$ cat config.mk
export PLATFORM = sky130hd
export DESIGN_NAME = fetch_prefetch_buf_flat
export DESIGN_NICKNAME = d
export VERILOG_FILES = /design/src/rtl/fetch_prefetch_buf_if.sv /design/src/rtl/fetch_prefetch_buf.sv /design/src/flat_wrapper.sv
export SDC_FILE = /design/constraint.sdc
export NUM_CORES = 1
export LEC_CHECK = 0
export BUFFER_PORTS_ARGS = -buffer_cell sky130_fd_sc_hd__buf_2
export CORE_MARGIN = 2
export CORE_UTILIZATION = 34
export CTS_BUF_LIST = sky130_fd_sc_hd__clkbuf_16
export DETAILED_ROUTE_END_ITERATION = 10
export HOLD_SLACK_MARGIN = 0.03
export PLACE_DENSITY = 0.58
export SLEW_MARGIN = 20
export SYNTH_ARGS = -nofsm -noshare
export SYNTH_HDL_FRONTEND = slang
export SYNTH_SLANG_ARGS = --single-unit
$ cat constraint.sdc
create_clock -name clk -period 4 [get_ports clk]
set_clock_uncertainty 0.15 [all_clocks]
set_input_delay 0.8 -clock clk [delete_from_list [all_inputs] [get_ports clk]]
set_output_delay 0.8 -clock clk [all_outputs]
set_load 0.01 [all_outputs]
$ cat src/rtl/fetch_prefetch_buf_if.sv
// Fetch-unit bundle: redirect input, instruction-memory request/response, and decode-side queue head.
// The master modport is the fetch unit; the slave modport is its environment (memory, execute, decode).
interface fetch_prefetch_buf_if;
   logic        redirect_valid;
   logic [31:0] redirect_pc;
   logic        imem_req_valid;
   logic        imem_req_ready;
   logic [31:0] imem_addr;
   logic        imem_rsp_valid;
   logic [31:0] imem_rsp_data;
   logic        out_valid;
   logic [31:0] out_instr;
   logic [31:0] out_pc;
   logic        out_ready;
   logic        rsp_err;

   modport master (
      input  redirect_valid, redirect_pc, imem_req_ready, imem_rsp_valid, imem_rsp_data, out_ready,
      output imem_req_valid, imem_addr, out_valid, out_instr, out_pc, rsp_err
   );

   modport slave (
      output redirect_valid, redirect_pc, imem_req_ready, imem_rsp_valid, imem_rsp_data, out_ready,
      input  imem_req_valid, imem_addr, out_valid, out_instr, out_pc, rsp_err
   );
endinterface

$ cat src/rtl/fetch_prefetch_buf.sv
// Instruction prefetch buffer: issues sequential fetches, queues in-order responses for decode,
// and discards responses belonging to a stream abandoned by a redirect.
module fetch_prefetch_buf #(
   parameter int unsigned DEPTH    = 4,
   parameter logic [31:0] RESET_PC = 32'h0000_0000
) (
   input logic                  clk,
   input logic                  reset,
   fetch_prefetch_buf_if.master bus
);
   localparam int unsigned PW = $clog2(DEPTH);
   localparam int unsigned CW = PW + 1;
   localparam logic [CW:0] DEPTH_W = (CW + 1)'(DEPTH);

   logic [31:0]   fetch_pc_q, fetch_pc_d, resp_pc_q, resp_pc_d;
   logic [CW-1:0] count_q, count_d, inflight_q, inflight_d, drop_q, drop_d;
   logic [PW-1:0] rd_ptr_q, rd_ptr_d, wr_ptr_q, wr_ptr_d;
   logic          rsp_err_q, rsp_err_d;
   logic [31:0]   instr_mem [DEPTH];
   logic [31:0]   pc_mem [DEPTH];
   logic [CW:0]   occupancy;
   logic          not_empty, req_fire, rsp_ok, push, pop;
   logic [31:0]   redirect_tgt;

   // Reserving queue slots for in-flight requests is what makes overflow impossible.
   assign occupancy    = {1'b0, count_q} + {1'b0, inflight_q};
   assign not_empty    = (count_q != '0);
   assign redirect_tgt = {bus.redirect_pc[31:2], 2'b00};

   assign bus.imem_req_valid = reset & ~bus.redirect_valid & (occupancy < DEPTH_W);
   assign bus.imem_addr      = fetch_pc_q;
   assign bus.out_valid      = not_empty & ~bus.redirect_valid;
   assign bus.out_instr      = not_empty ? instr_mem[rd_ptr_q] : '0;
   assign bus.out_pc         = not_empty ? pc_mem[rd_ptr_q] : '0;
   assign bus.rsp_err        = rsp_err_q;

   assign req_fire = bus.imem_req_valid & bus.imem_req_ready;
   assign pop      = bus.out_valid & bus.out_ready;
   assign rsp_ok   = bus.imem_rsp_valid & (inflight_q != '0);
   assign push     = rsp_ok & (drop_q == '0) & ~bus.redirect_valid;

   always_comb begin
      fetch_pc_d = fetch_pc_q;
      resp_pc_d  = resp_pc_q;
      count_d    = count_q;
      drop_d     = drop_q;
      rd_ptr_d   = rd_ptr_q;
      wr_ptr_d   = wr_ptr_q;
      rsp_err_d  = rsp_err_q | (bus.imem_rsp_valid & (inflight_q == '0));
      inflight_d = inflight_q + CW'(req_fire) - CW'(rsp_ok);
      if (bus.redirect_valid) begin
         fetch_pc_d = redirect_tgt;
         resp_pc_d  = redirect_tgt;
         count_d    = '0;
         rd_ptr_d   = '0;
         wr_ptr_d   = '0;
         // Every response still owed after this cycle belongs to the abandoned stream.
         drop_d     = inflight_d;
      end else begin
         if (req_fire) begin
            fetch_pc_d = fetch_pc_q + 32'd4;
         end
         if (rsp_ok && (drop_q != '0)) begin
            drop_d = drop_q - 1'b1;
         end
         if (push) begin
            resp_pc_d = resp_pc_q + 32'd4;
            wr_ptr_d  = wr_ptr_q + 1'b1;
         end
         if (pop) begin
            rd_ptr_d = rd_ptr_q + 1'b1;
         end
         count_d = count_q + CW'(push) - CW'(pop);
      end
   end

   always_ff @(posedge clk or negedge reset) begin
      if (!reset) begin
         fetch_pc_q <= RESET_PC;
         resp_pc_q  <= RESET_PC;
         count_q    <= '0;
         inflight_q <= '0;
         drop_q     <= '0;
         rd_ptr_q   <= '0;
         wr_ptr_q   <= '0;
         rsp_err_q  <= 1'b0;
      end else begin
         fetch_pc_q <= fetch_pc_d;
         resp_pc_q  <= resp_pc_d;
         count_q    <= count_d;
         inflight_q <= inflight_d;
         drop_q     <= drop_d;
         rd_ptr_q   <= rd_ptr_d;
         wr_ptr_q   <= wr_ptr_d;
         rsp_err_q  <= rsp_err_d;
      end
   end

   always_ff @(posedge clk) begin
      if (push) begin
         instr_mem[wr_ptr_q] <= bus.imem_rsp_data;
         pc_mem[wr_ptr_q]    <= resp_pc_q;
      end
   end
endmodule
$ cat src/flat_wrapper.sv
// flat-port wrapper written by rule: the top's interface ports become plain ports
module fetch_prefetch_buf_flat 
#(
   parameter int unsigned DEPTH    = 4,
   parameter logic [31:0] RESET_PC = 32'h0000_0000
)
  (clk, reset, bus_redirect_valid, bus_redirect_pc, bus_imem_req_ready, bus_imem_rsp_valid, bus_imem_rsp_data, bus_out_ready, bus_imem_req_valid, bus_imem_addr, bus_out_valid, bus_out_instr, bus_out_pc, bus_rsp_err);
  fetch_prefetch_buf_if bus_i ();
  input logic clk;
  input logic reset;
  input wire logic [$bits(bus_i.redirect_valid)-1:0] bus_redirect_valid;
  input wire logic [$bits(bus_i.redirect_pc)-1:0] bus_redirect_pc;
  input wire logic [$bits(bus_i.imem_req_ready)-1:0] bus_imem_req_ready;
  input wire logic [$bits(bus_i.imem_rsp_valid)-1:0] bus_imem_rsp_valid;
  input wire logic [$bits(bus_i.imem_rsp_data)-1:0] bus_imem_rsp_data;
  input wire logic [$bits(bus_i.out_ready)-1:0] bus_out_ready;
  output wire logic [$bits(bus_i.imem_req_valid)-1:0] bus_imem_req_valid;
  output wire logic [$bits(bus_i.imem_addr)-1:0] bus_imem_addr;
  output wire logic [$bits(bus_i.out_valid)-1:0] bus_out_valid;
  output wire logic [$bits(bus_i.out_instr)-1:0] bus_out_instr;
  output wire logic [$bits(bus_i.out_pc)-1:0] bus_out_pc;
  output wire logic [$bits(bus_i.rsp_err)-1:0] bus_rsp_err;
  assign bus_i.redirect_valid = bus_redirect_valid;
  assign bus_i.redirect_pc = bus_redirect_pc;
  assign bus_i.imem_req_ready = bus_imem_req_ready;
  assign bus_i.imem_rsp_valid = bus_imem_rsp_valid;
  assign bus_i.imem_rsp_data = bus_imem_rsp_data;
  assign bus_i.out_ready = bus_out_ready;
  assign bus_imem_req_valid = bus_i.imem_req_valid;
  assign bus_imem_addr = bus_i.imem_addr;
  assign bus_out_valid = bus_i.out_valid;
  assign bus_out_instr = bus_i.out_instr;
  assign bus_out_pc = bus_i.out_pc;
  assign bus_rsp_err = bus_i.rsp_err;
  fetch_prefetch_buf #(.DEPTH(DEPTH), .RESET_PC(RESET_PC)) u_core (.clk(clk), .reset(reset), .bus(bus_i));
endmodule
Word level (Yosys, flattened, before mapping)

Memory sizes are Yosys's and may differ from the RTL's.
Index checks and enable logic that the tools add are counted.

Memories kept: 2
Output and inout port bits: 99
Input bits: 70
Register bits: 78
Memory bits (writable): 256

Memory list:

| memory           | words | width | read ports | clocked after memory_dff | write ports | line                     | text |
|---|---|---|---|---|---|---|---|
| u_core.instr_mem | 4     | 32    | 1          | 0                        | 1           | fetch_prefetch_buf.sv:19 | `logic [31:0] instr_mem [DEPTH];` |
| u_core.pc_mem    | 4     | 32    | 1          | 0                        | 1           | fetch_prefetch_buf.sv:20 | `logic [31:0] pc_mem [DEPTH];` |

Bitwise logic cells: 11
Mux-type cells: 15
Reductions and logical operators: 10
Add/subtract/negate cells: 10
$lt $le $gt $ge: 1

Operator list:

| kind                                                                         | count |
|---|---|
| 32-bit 2-to-1 mux                                                            | 6 |
| 32-bit by 3-bit adder with 32-bit output, second input constant              | 2 |
| 1-bit bitwise AND                                                            | 9 |
| 3-bit 2-to-1 mux                                                             | 3 |
| 3-bit nonzero test                                                           | 3 |
| 2-bit 2-to-1 mux                                                             | 4 |
| 2-bit nonzero test                                                           | 4 |
| 3-bit by 1-bit adder with 3-bit output                                       | 2 |
| 3-bit zero test                                                              | 2 |
| 3-bit by 1-bit subtractor with 3-bit output                                  | 2 |
| 2-bit by 1-bit adder with 2-bit output, second input constant                | 2 |
| 3-bit by 3-bit adder with 4-bit output                                       | 1 |
| 4-bit by 3-bit less-than comparator with 1-bit output, second input constant | 1 |
| 3-bit by 1-bit subtractor with 3-bit output, second input constant           | 1 |
| 1-bit 2-to-1 mux                                                             | 2 |
| 1-bit logical AND                                                            | 1 |
| 1-bit inverter                                                               | 1 |
| 1-bit bitwise OR                                                             | 1 |

Logic depth before layout (Yosys ltp)

Word-level depth: 7
Mapped depth: 12

Worst setup path before layout

No wires, ideal clock.

Path kind: input -> register
Start: in bus_redirect_valid
End: mem u_core.instr_mem[0][0], enable pin
Buffers on the path: 2
Data arrival time: 2.958 ns
Data required time: 3.424 ns
Stages: 4
Path slack: 0.465 ns
Setup time: 0.426 ns
Cells stage by stage: buf_6 -> clkbuf_1 -> nor3_1 -> and2_1

Word-level cells in the longest chain between the ends: 4

RTL lines:

| element                                | line                      | text |
|---|---|---|
| start, declared                        | flat_wrapper.sv:11        | `input wire logic [$bits(bus_i.redirect_valid)-1:0] bus_redirect_valid;` |
| 1-bit inverter                         | fetch_prefetch_buf.sv:40  | `assign push = rsp_ok & (drop_q == '0) & ~bus.redirect_valid;` |
| 1-bit bitwise AND                      | fetch_prefetch_buf.sv:40  |  |
| 1-bit 2-to-1 mux                       | fetch_prefetch_buf.sv:100 | `if (push) begin` |
| 1-bit 2-to-1 mux (implied by the code) | fetch_prefetch_buf.sv:101 | `instr_mem[wr_ptr_q] <= bus.imem_rsp_data;` |
| end, declared                          | fetch_prefetch_buf.sv:19  |  |

Every way passes these cells.

Final worst setup path

Start: reg u_core.rd_ptr_q[0]
End: out bus_out_pc[24]

Word-level cells in the longest chain between the ends: 2

RTL lines:

| element                | line                     | text |
|---|---|---|
| start, declared        | fetch_prefetch_buf.sv:17 | `logic [PW-1:0] rd_ptr_q, rd_ptr_d, wr_ptr_q, wr_ptr_d;` |
| start signal, assigned | fetch_prefetch_buf.sv:93 | `rd_ptr_q <= rd_ptr_d;` |
| memory read 4 x 32 bit | -                        |  |
| 32-bit 2-to-1 mux      | fetch_prefetch_buf.sv:34 | `assign bus.out_pc = not_empty ? pc_mem[rd_ptr_q] : '0;` |
| end, declared          | flat_wrapper.sv:21       | `output wire logic [$bits(bus_i.out_pc)-1:0] bus_out_pc;` |

Every way passes these cells.

==> key figures <==
Timing
  • Final setup TNS: 0 ns
  • Setup violators final: 0
  • Final Cycle Share: 85.69%
  • Period minus WS final: 3.428 ns
  • Hold Violations, Final: 0
  • RSZ-0062 raised after global routing: false
  • Slew headroom: 31.30%
  • Measured slew at the worst slew-check pin: 1.027 ns
  • Slew Limit Fails: 0
  • Peak Freq: 291.7 MHz

Power
  • Pwr Density: 586.8 mW/mm2
  • Leakage: 5.900 nW
  • Maximum vdd drop: 0.0003261 V

Logic synthesis
  • Sequential share of the synthesized area: 68.08%
  • Cell taking the most area after synthesis: edfxtp_1
  • Ys async rst share: 22.98%
  • EDFF count, synth: 248
  • Post-Syn Area: 0.01366 mm2
  • Primary FF master, synth: edfxtp_1
  • Ranking of synthesized cells by area: edfxtp_1 55%, dfrtp_1 14%, mux4_2 10%
  • Avg Cell Area, Syn: 15.79 um2
  • Synth Warn #: 0
  • Post-Syn Instances: 865
  • Yosys reg bits: 322
  • Post-synth cell types: 52
  • Post-synth top area share: 54.53%

Worst setup path
  • Startpoint types: register
  • CP Max Fanout: 21
  • CP Capture Type: output port
  • Worst Setup Path Type: reg -> out
  • WP data arrival: 2.48 ns
  • WP data required: 3.05 ns
  • R2R depth: 10

CTS
  • Clk Latency, worst-skew pair: 0.52 ns
  • CTS tree: built
  • CTS Buf Count: 36
  • Post-CTS Resized: 0
  • # hold bufs at CTS: 0
  • CTS root buf: clkbuf_16
  • Post-CTS setup buffer count: 0
  • Sink Count: 322
  • Max H-tree Level: 2
  • Maximum buffer depth of the clock tree: 3
  • CTS clk-pin slew, worst paths: 0.06 ns

Route
  • DR vias/cell: 5.046
  • Initial DRT Pass Iterations: 4
  • Remaining antenna violation count: 0
  • # DRC: 0
  • Average wire per standard cell: 19.35 um
  • Vias: 8,038
  • Detailed Route Iter0 Violations: 456
  • Routed Wire Length: 30,830 um

Floorplan
  • Die area: 0.04179 mm2
  • Die Y: 204.4 um
  • Row cnt: 73
  • Core ar.: 0.03973 mm2
  • Die Wd: 204.4 um
  • Num ports: 169
  • Starting Density: 34.38%

Placement
  • Routability Congestion: 0.8433
  • PortBufs: 162
  • Post-DP HPWL: 19,680 um
  • Dpl cell area: 0.01518 mm2

Layout
  • Nets@finish: 1,130
  • Area grow syn2layout: 19.41%
  • Fin area: 0.01631 mm2
  • Number of antenna diodes: 0
  • Share of cells above drive strength 1: 29.12%

Global route
  • Largest net degree at the start of global routing: 65
  • Initial antenna violation count: 0
  • Vias in the first global route: 8,270
  • Gr usage total: 14.91%
  • GRT overflow: 0
  • First-pass GRT wire length: 47,500 um

Outcome
  • Status: complete, no violations

Hold path
  • Worst Hold Class: in -> async

Flow run
  • Max-cap violations: 0
[cells by family after synthesis]
logic type,Yosys count,synth area share (%)
xor+xnor,42,2.693
mux,74,11.15
other cells,1,0.02746
simple gates,269,10.94
fa+ha+maj,16,1.576
flops,322,68.08
buf+inv,67,2.079
compound gates,74,3.454
[metrics by stage]
step	setup slack [ns]	utilization, %	hold WS (ns)	total power (W)	cells
floorplan	0.4652	-	0.3260	0.005608	868
detailed placement	1.000	38.21	0.3019	0.006569	1531
CTS	0.4526	41.05	0.1797	0.009751	1593
global route	0.3668	41.05	0.1887	0.01010	1593
finish	0.5722	41.05	0.1799	0.009571	1593
global placement	1.020	38.21	0.2897	0.006546	1531
[area by class of cell]
cell class | instances | area [um2]
Clock buffer | 37 | 925.9
Clock inverter | 25 | 200.2
Fill cell | 3678 | 23420
Inverter | 24 | 90.09
Multi-Input combinational cell | 479 | 4104
Sequential cell | 322 | 9304
Tap cell | 525 | 656.9
Timing Repair Buffer | 181 | 1028
[final timing paths]
kind	start	endpoint	slack [ns]
worst max-delay path	u_core.rd_ptr_q[0]	bus_out_pc[24]	0.57
worst min-delay path	reset	u_core.inflight_q[0]	0.18
worst max register to register	u_core.inflight_q[1]	u_core.drop_q[2]	1.14
worst min register to register	u_core.bus.rsp_err	u_core.bus.rsp_err	0.32
max in group asynchronous	reset	u_core.resp_pc_q[24]	2.55
min in group clk	u_core.bus.rsp_err	u_core.bus.rsp_err	0.32
[placed cells by master, fill, tap and decap left out, drive strengths merged, types with 4 or more instances in the layout]
cell | Yosys | layout
a21boi | 8 | 8
and3 | 11 | 11
nor4 | 5 | 5
or3 | 6 | 6
dfrtp | 74 | 74
mux2i | 7 | 7
and4 | 6 | 6
o211ai | 11 | 11
xnor2 | 13 | 13
buf | 14 | 181
clkinv | 1 | 14
or4 | 4 | 4
nand2b | 5 | 5
nor3 | 12 | 12
mux2 | 5 | 5
conb | 1 | 4
nand4 | 28 | 28
inv | 23 | 27
and2 | 71 | 71
o21ai | 28 | 28
nand3 | 35 | 35
mux4 | 62 | 62
a21oi | 10 | 10
clkinvlp | 0 | 5
ha | 14 | 14
xor2 | 29 | 29
edfxtp | 248 | 248
nand2 | 51 | 51
clkbuf | 29 | 37
nor2 | 27 | 27
[flip-flops by register name, summed over array words and instances, names as in the netlist]
name                  cells
u_core.rd_ptr_q           2
u_core.pc_mem           120
u_core.instr_mem        128
u_core.inflight_q         3
u_core.drop_q             3
u_core.wr_ptr_q           2
u_core.resp_pc_q         30
u_core.count_q            3
u_core.bus.rsp_err        1
u_core.bus.imem_addr     30
[metal layers]
layer | up-vias | global-route usage [%] | wire length [um]
met5 | - | 0 | 0
met4 | 0 | 3.623 | 497
met3 | 41 | 3.221 | 2033
met2 | 285 | 23.28 | 13980
met1 | 4045 | 21.26 | 14320
li1 | 3667 | - | -
[cell usage after synthesis (2+ instances only)]
master    number
a21boi_0       8
a21o_1         2
a21oi_1       10
a22oi_1        3
a31oi_1        2
and2_1        71
and3_1        11
and4_1         6
buf_2          8
buf_4          4
clkbuf_1      29
dfrtp_1       74
edfxtp_1     248
fa_1           2
ha_1          14
inv_1         23
mux2_2         5
mux2i_1        7
mux4_2        62
nand2_1       51
nand2b_1       5
nand3_1       35
nand4_1       27
nand4b_1       2
nor2_1        27
nor2b_1        3
nor3_1        11
nor4_1         4
o211ai_1      11
o21ai_0       28
o311a_1        2
o311ai_0       3
or3_1          6
or4_1          3
xnor2_1       13
xor2_1        29
[report_power, final]
| part | leakage, nW | internal (W) | switching [W] | total [W] |
|---|---|---|---|---|
| Clock | 0.550 | 0.00187 | 0.00128 | 0.00315 |
| Sequential | 3.12 | 0.00384 | 0.000257 | 0.00410 |
| Combinational | 2.23 | 0.00108 | 0.00125 | 0.00233 |
[critical path, cell delays in order, from the launching register on]
cell and delay (ns):
dfrtp_4 0.71, buf_4 0.36, mux4_2 0.57, and2_1 0.17, buf_2 0.13
No activity file was read; power rests on OpenSTA's default activity.
